[src/rtl/spi_vec_loader.sv]
// SPI-slave frame loader: streams NUM_WORDS x WORD_W bits into a shadow buffer, published on load_if_ready.
// Optional MISO readback of the live vectors is enabled by defining SPI_MISO_READBACK_EN.
module spi_vec_loader #(
  parameter int                            NUM_WORDS   = 6,
  parameter int                            WORD_W      = 24,
  parameter logic [NUM_WORDS*WORD_W-1:0]   RESET_VALUE = '0,
  parameter bit                            SAMPLE_FALL = 1'b0
) (
  input  logic                             clk,
  input  logic                             reset,
  input  logic                             i_sclk,
  input  logic                             i_ss_n,
  input  logic                             i_mosi,
  input  logic                             load_if_ready,
  output logic [NUM_WORDS*WORD_W-1:0]      o_vectors,
  output logic                             o_ready,
  output logic                             o_loaded,
  output logic                             o_frame_err,
  output logic                             o_miso
);

  localparam int              FB        = NUM_WORDS * WORD_W;
  localparam int              CNT_W     = $clog2(FB);
  localparam logic [CNT_W-1:0] CNT_LAST = CNT_W'(FB - 1);
  // Idle level of SCLK chosen so that leaving reset never looks like a sample edge.
  localparam logic [2:0]      SCLK_IDLE = SAMPLE_FALL ? 3'b111 : 3'b000;

  logic [2:0]       sclk_sync_reg;
  logic [1:0]       ss_sync_reg;
  logic [1:0]       mosi_sync_reg;
  logic [CNT_W-1:0] bit_cnt_reg;
  logic [FB-1:0]    rx_reg;
  logic [FB-1:0]    shadow_reg;
  logic             frame_done_reg;

  logic sclk_rise, sclk_fall, sample_edge, ss_active, mosi_bit, frame_wrap, short_abort;

  assign sclk_rise   = sclk_sync_reg[1] & ~sclk_sync_reg[2];
  assign sclk_fall   = ~sclk_sync_reg[1] & sclk_sync_reg[2];
  assign sample_edge = SAMPLE_FALL ? sclk_fall : sclk_rise;
  assign ss_active   = ~ss_sync_reg[1];
  assign mosi_bit    = mosi_sync_reg[1];
  assign frame_wrap  = ss_active & sample_edge & (bit_cnt_reg == CNT_LAST);
  assign short_abort = ~ss_active & (bit_cnt_reg != '0);

  always_ff @(posedge clk or posedge reset) begin
    if (reset) begin
      sclk_sync_reg <= SCLK_IDLE;
      ss_sync_reg   <= 2'b11;
      mosi_sync_reg <= 2'b00;
    end else begin
      sclk_sync_reg <= {sclk_sync_reg[1:0], i_sclk};
      ss_sync_reg   <= {ss_sync_reg[0], i_ss_n};
      mosi_sync_reg <= {mosi_sync_reg[0], i_mosi};
    end
  end

  // Receive side: partial frames are never copied out, so a restart simply overwrites rx_reg.
  always_ff @(posedge clk or posedge reset) begin
    if (reset) begin
      bit_cnt_reg    <= '0;
      rx_reg         <= '0;
      frame_done_reg <= 1'b0;
    end else begin
      frame_done_reg <= frame_wrap;
      if (!ss_active) begin
        bit_cnt_reg <= '0;
      end else if (sample_edge) begin
        rx_reg <= {rx_reg[FB-2:0], mosi_bit};
        if (bit_cnt_reg == CNT_LAST) begin
          bit_cnt_reg <= '0;
        end else begin
          bit_cnt_reg <= bit_cnt_reg + 1'b1;
        end
      end
    end
  end

  // A load on the same edge as a shadow update publishes the old shadow and keeps o_ready set.
  always_ff @(posedge clk or posedge reset) begin
    if (reset) begin
      shadow_reg  <= '0;
      o_vectors   <= RESET_VALUE;
      o_ready     <= 1'b0;
      o_loaded    <= 1'b0;
      o_frame_err <= 1'b0;
    end else begin
      o_loaded <= 1'b0;
      if (load_if_ready && o_ready) begin
        o_vectors <= shadow_reg;
        o_loaded  <= 1'b1;
        o_ready   <= 1'b0;
      end
      if (frame_done_reg) begin
        shadow_reg <= rx_reg;
        o_ready    <= 1'b1;
      end
      if (frame_done_reg) begin
        o_frame_err <= 1'b0;
      end else if (short_abort) begin
        o_frame_err <= 1'b1;
      end
    end
  end

`ifdef SPI_MISO_READBACK_EN
  logic [FB-1:0] tx_reg;
  logic          ss_active_d_reg;
  logic          shift_edge;

  assign shift_edge = SAMPLE_FALL ? sclk_rise : sclk_fall;

  always_ff @(posedge clk or posedge reset) begin
    if (reset) begin
      tx_reg          <= '0;
      ss_active_d_reg <= 1'b0;
    end else begin
      ss_active_d_reg <= ss_active;
      if ((ss_active && !ss_active_d_reg) || frame_wrap) begin
        tx_reg <= o_vectors;
      end else if (ss_active && shift_edge) begin
        tx_reg <= {tx_reg[FB-2:0], 1'b0};
      end
    end
  end

  assign o_miso = tx_reg[FB-1];
`else
  assign o_miso = 1'b0;
`endif

endmodule

[config.mk]
export PLATFORM = sky130hd
export DESIGN_NAME = spi_vec_loader
export DESIGN_NICKNAME = d
export VERILOG_FILES = /design/src/rtl/spi_vec_loader.sv
export SDC_FILE = /design/constraint.sdc
export NUM_CORES = 1
export LEC_CHECK = 0
export ABC_AREA = 1
export CAP_MARGIN = 20
export CORE_MARGIN = 1
export CORE_UTILIZATION = 50
export CTS_CLUSTER_SIZE = 25
export DETAILED_ROUTE_END_ITERATION = 10
export PLACE_DENSITY = 0.78
export RECOVER_POWER = 25
export SETUP_SLACK_MARGIN = 0.02
export SKIP_CTS_REPAIR_TIMING = 1
export SYNTH_ARGS = -nofsm -noshare
export SYNTH_HDL_FRONTEND = slang
export SYNTH_SLANG_ARGS = --single-unit
[constraint.sdc]
create_clock -name clk -period 17.45 [get_ports clk]
set_input_delay 1.745 -clock clk [delete_from_list [all_inputs] [get_ports clk]]
set_output_delay 1.745 -clock clk [all_outputs]
set_load 0.01 [all_outputs]
Word level (Yosys, flattened, before mapping)
Cells that the tools add are included.
{"block": "classes", "mul": 0, "n_shift": 0, "n_addsub": 1, "order_cmp": 0, "bitwise": 6, "reduce_logical": 6, "eq_ne": 1, "div_mod_pow": 0, "muxes": 8}
{"operator": "2-to-1 mux 8 bit", "count": 3}
{"operator": "adder 8 x 1 -> 8 bit (second input constant)", "count": 1}
{"operator": "equality test 8 bit (second input constant)", "count": 1}
{"operator": "nonzero test 8 bit", "count": 1}
{"operator": "nonzero test 2 bit", "count": 3}
{"operator": "2-to-1 mux 1 bit", "count": 5}
{"operator": "AND 1 bit", "count": 4}
{"operator": "inverter 1 bit", "count": 2}
{"operator": "AND reduction 2 bit", "count": 1}
{"operator": "logical AND 1 bit", "count": 1}
{"block": "totals", "ff_bits": 451, "out_inout_bits": 148, "in_bits": 6, "mem_bits_ro": 0, "ramBits": 0, "n_memories": 0, "elab_cells": 33, "latchBits": 0}

Logic depth before layout (Yosys ltp)
{"block": "depth", "word_depth": 4, "ltp_mapped": 8, "ltp_nobuf": 7}

Worst setup path after synthesis
No wires, ideal clock.
{"block": "synth_timing", "kind": "input to register", "from": "in load_if_ready", "to": "reg o_vectors[100]", "t_required_ns": 17.320, "path_stages": 5, "arrival_time_ns": 2.400, "setup_slack_ns": 14.920, "setup_ns": 0.130, "path_cell_list": "nand2_1 buf_2 buf_6 clkbuf_1 o21ai_0"}
{"block": "synth_via", "elab_chain_len": 1}
{"item": "from (decl)", "line": "14", "rtl": "input logic load_if_ready,"}
{"item": "logical AND 1 bit", "line": "89", "rtl": "if (load_if_ready && o_ready) begin"}
{"item": "to (signal assigned)", "line": "90", "rtl": "o_vectors <= shadow_reg;"}
{"item": "to (decl)", "line": "15", "rtl": "output logic [NUM_WORDS*WORD_W-1:0] o_vectors,"}
No other way between the ends.
A chain may end at the register's enable or synchronous reset.

Worst setup path after layout
{"block": "layout_timing", "from": "reg ss_sync_reg[1]", "to": "reg rx_reg[69]"}
{"block": "layout_via", "elab_chain_len": 2}
{"item": "from (decl)", "line": "29", "rtl": "logic [1:0] ss_sync_reg;"}
{"item": "from (signal assigned)", "line": "53", "rtl": "ss_sync_reg <= {ss_sync_reg[0], i_ss_n};"}
{"item": "inverter 1 bit (no line)"}
{"item": "AND reduction 2 bit (no line)"}
{"item": "to (signal assigned)", "line": "69", "rtl": "rx_reg <= {rx_reg[FB-2:0], mosi_bit};"}
{"item": "to (decl)", "line": "32", "rtl": "logic [FB-1:0] rx_reg;"}
No other way between the ends.

==> run_results.csv <==
group,metric,value,unit
outcome,status,"finished with violations",
outcome,violations,"capacitance limit, slew limit",
die,core-area,33500,um^2
die,die_h,187,um
drt,initialDrtViolationCount,798,
yosys,synth-async-reset-ratio,1.00,
die,io_pins,154,
worst_setup_path,criticalPathCategory,"flop to flop",
drt,vias,11200,
yosys,synthFlopType,"dfrtp_1",
sta,rsz0062_at_grt,"false",
sta,fin_crit,6.95,ns
clock_tree,insertion_delay,0.53,ns
place,io_buffers,152,
sta,setup-tns-final,0,ns
sta,period_share,0.398,
worst_hold_path,min_path_type,"flop to flop",
drt,drc_errors,0,
global_route,grt_pass1_wl,52.7,mm
yosys,synth_area_leader_cell,"dfrtp_1",
place,place_area,18700,um^2
yosys,netlist_area,17000,um^2
place,place_hpwl,18.4,mm
worst_setup_path,worstPathArrival,7.16,ns
die,die_w,187,um
sta,timing.fmax,144,MHz
cells_and_area,antenna_cells_inserted,0,
die,std_cell_rows,67,
worst_setup_path,r2r_slack,10.50,ns
worst_setup_path,start_kind,"flop",
cells_and_area,final_util,0.601,
yosys,ys_top_cells_by_area,"dfrtp_1 (66%), o21ai_0 (11%), nand2_1 (8.6%), inv_1 (5.1%), a21oi_2 (3.6%)",
sta,setup_viol,0,
yosys,ys_seq_area_frac,0.663,
global_route,grtUsageTotal,0.180,
yosys,synth.ff_latch_count,451,
drt,ant_nets,0,
global_route,grt_pass1_vias,11000,
global_route,antenna_found_initial,0,
sta,final-hold-violation-count,0,
sta,slew_viol_final,632,
power_and_ir_drop,power.density,113,nW/um^2
worst_setup_path,critPathMaxFanout,96,
clock_tree,ctsHtreeMaxLevel,2,
cells_and_area,fin_nets,1825,
sta,worst_pin_slew,5.10,ns
yosys,postSynthCellCount,1705,
clock_tree,clockBufferDepth,3,
global_route,grt_overflow_total,0,
clock_tree,cts_root_buf,"clkbuf_16",
yosys,synth_warnings,0,
global_route,grt_max_degree,193,
yosys,synth_edf_count,0,
yosys,synth.avg_cell_area,9.99,um^2
drt,wl_per_cell,13.2,um
yosys,synth_top_area_frac,0.660,
cells_and_area,syn_to_final_growth,18.2,%
power_and_ir_drop,total_leakage_power,0.00920,uW
cells_and_area,drive_above_1_share,0.0764,
clock_tree,cts_buffers,44,
power_and_ir_drop,vdd_ir_drop_max,71.6,uV
cells_and_area,fin_area,20100,um^2
worst_setup_path,cp-end-kind,"flop",
die,start_util,0.508,
clock_tree,path_clk_slew,0.06,ns
place,gp_congestion,0.726,
drt,routed_wl,30.2,mm
job,drv_cap,8,
yosys,synth_most_common_cell,"dfrtp_1",
die,die_area,34800,um^2
yosys,yosys-top-cells-count,"dfrtp_1 (449), nand2_1 (389), o21ai_0 (360)",
worst_setup_path,critPathRequiredTime,17.66,ns
drt,drtPass1Iterations,5,
clock_tree,cts.sinks,451,
yosys,synthDistinctLibCells,25,
yosys,synth_nets,1713,
sta,relSlewSlack,-2.42,
drt,viasPerCell,4.90,
sta,fin_skew,0.0195,ns
clock_tree,cts_tree,"yes",
==> critical path, cell delays in order (launching register included) <==
cell	delay, ns
dfstp_1	0.54
inv_1	0.11
nand3_1	1.94
clkbuf_1	0.59
clkbuf_1	3.05
o21ai_0	0.36
==> layout by cell type (no fill, tap or decap), types with 3 or more instances in the layout <==
master	n
clkbuf_1	17
dfrtp_1	449
nor2_1	79
clkinv_2	3
clkbuf_16	46
clkdlybuf4s50_1	148
clkbuf_8	7
dlygate4sd3_1	4
buf_4	4
nand3_1	8
a21oi_1	5
nand2_1	388
o21ai_0	364
inv_1	231
bufinv_16	4
a21oi_2	68
==> cells by family after synthesis <==
kind of cell / Yosys count / synth area share
flip-flops: 451 / 0.663
other: 1 / 0.000220
AO/OA/AOI/OAI: 440 / 0.145
adder cells (fa/ha/maj): 2 / 0.00147
XOR/XNOR: 2 / 0.00103
buffers and inverters: 330 / 0.0824
AND/OR/NAND/NOR: 479 / 0.107
==> stage by stage <==
step                setup slack, ns  hold slack, ns  total power, uW  cells
finish                        10.50           0.354             2270   2294
global route                   9.67           0.357             2370   2294
CTS                           13.33           0.354             2290   2291
detailed placement            12.76           0.342             1340   2216
global placement              12.79           0.335             1330   2216
floorplan                      3.14           0.331             1300   1705
==> final timing paths <==
check,startpoint,end,cells past startpoint
min reg2reg,sclk_sync_reg[0],sclk_sync_reg[1],0
min in group asynchronous,reset,o_vectors[80],2
min,sclk_sync_reg[0],sclk_sync_reg[1],0
max reg2reg,ss_sync_reg[1],rx_reg[69],5
max,ss_sync_reg[1],rx_reg[69],5
max in group asynchronous,reset,rx_reg[27],4
==> report_power, final <==
group	total, uW	internal [uW]	switching [uW]	leakage [uW]
clock	950	571	379	0.000710
sequential	1180	1130	55.6	0.00597
combinational	135	50.3	84.8	0.00252
total	2270	1750	519	0.00920
==> area by class of cell <==
cell class	instances	area (um^2)
fillers	2735	13400
flip-flops and latches	451	11300
inverters	232	872
multi-input cells	924	4330
well taps	448	561
clock inverters	11	175
repair buffers	164	1620
clock buffers	64	1290
==> routing by layer <==
layer	routed length [um]	global-route usage	vias to the layer above	part of all wire
met5	0	0	-	0
met4	686	0.0555	0	0.023
met3	1150	0.0288	53	0.038
met2	14600	0.298	179	0.48
met1	13800	0.245	5459	0.46
li1	-	-	5539	-
(Power assumes the default switching activity.)
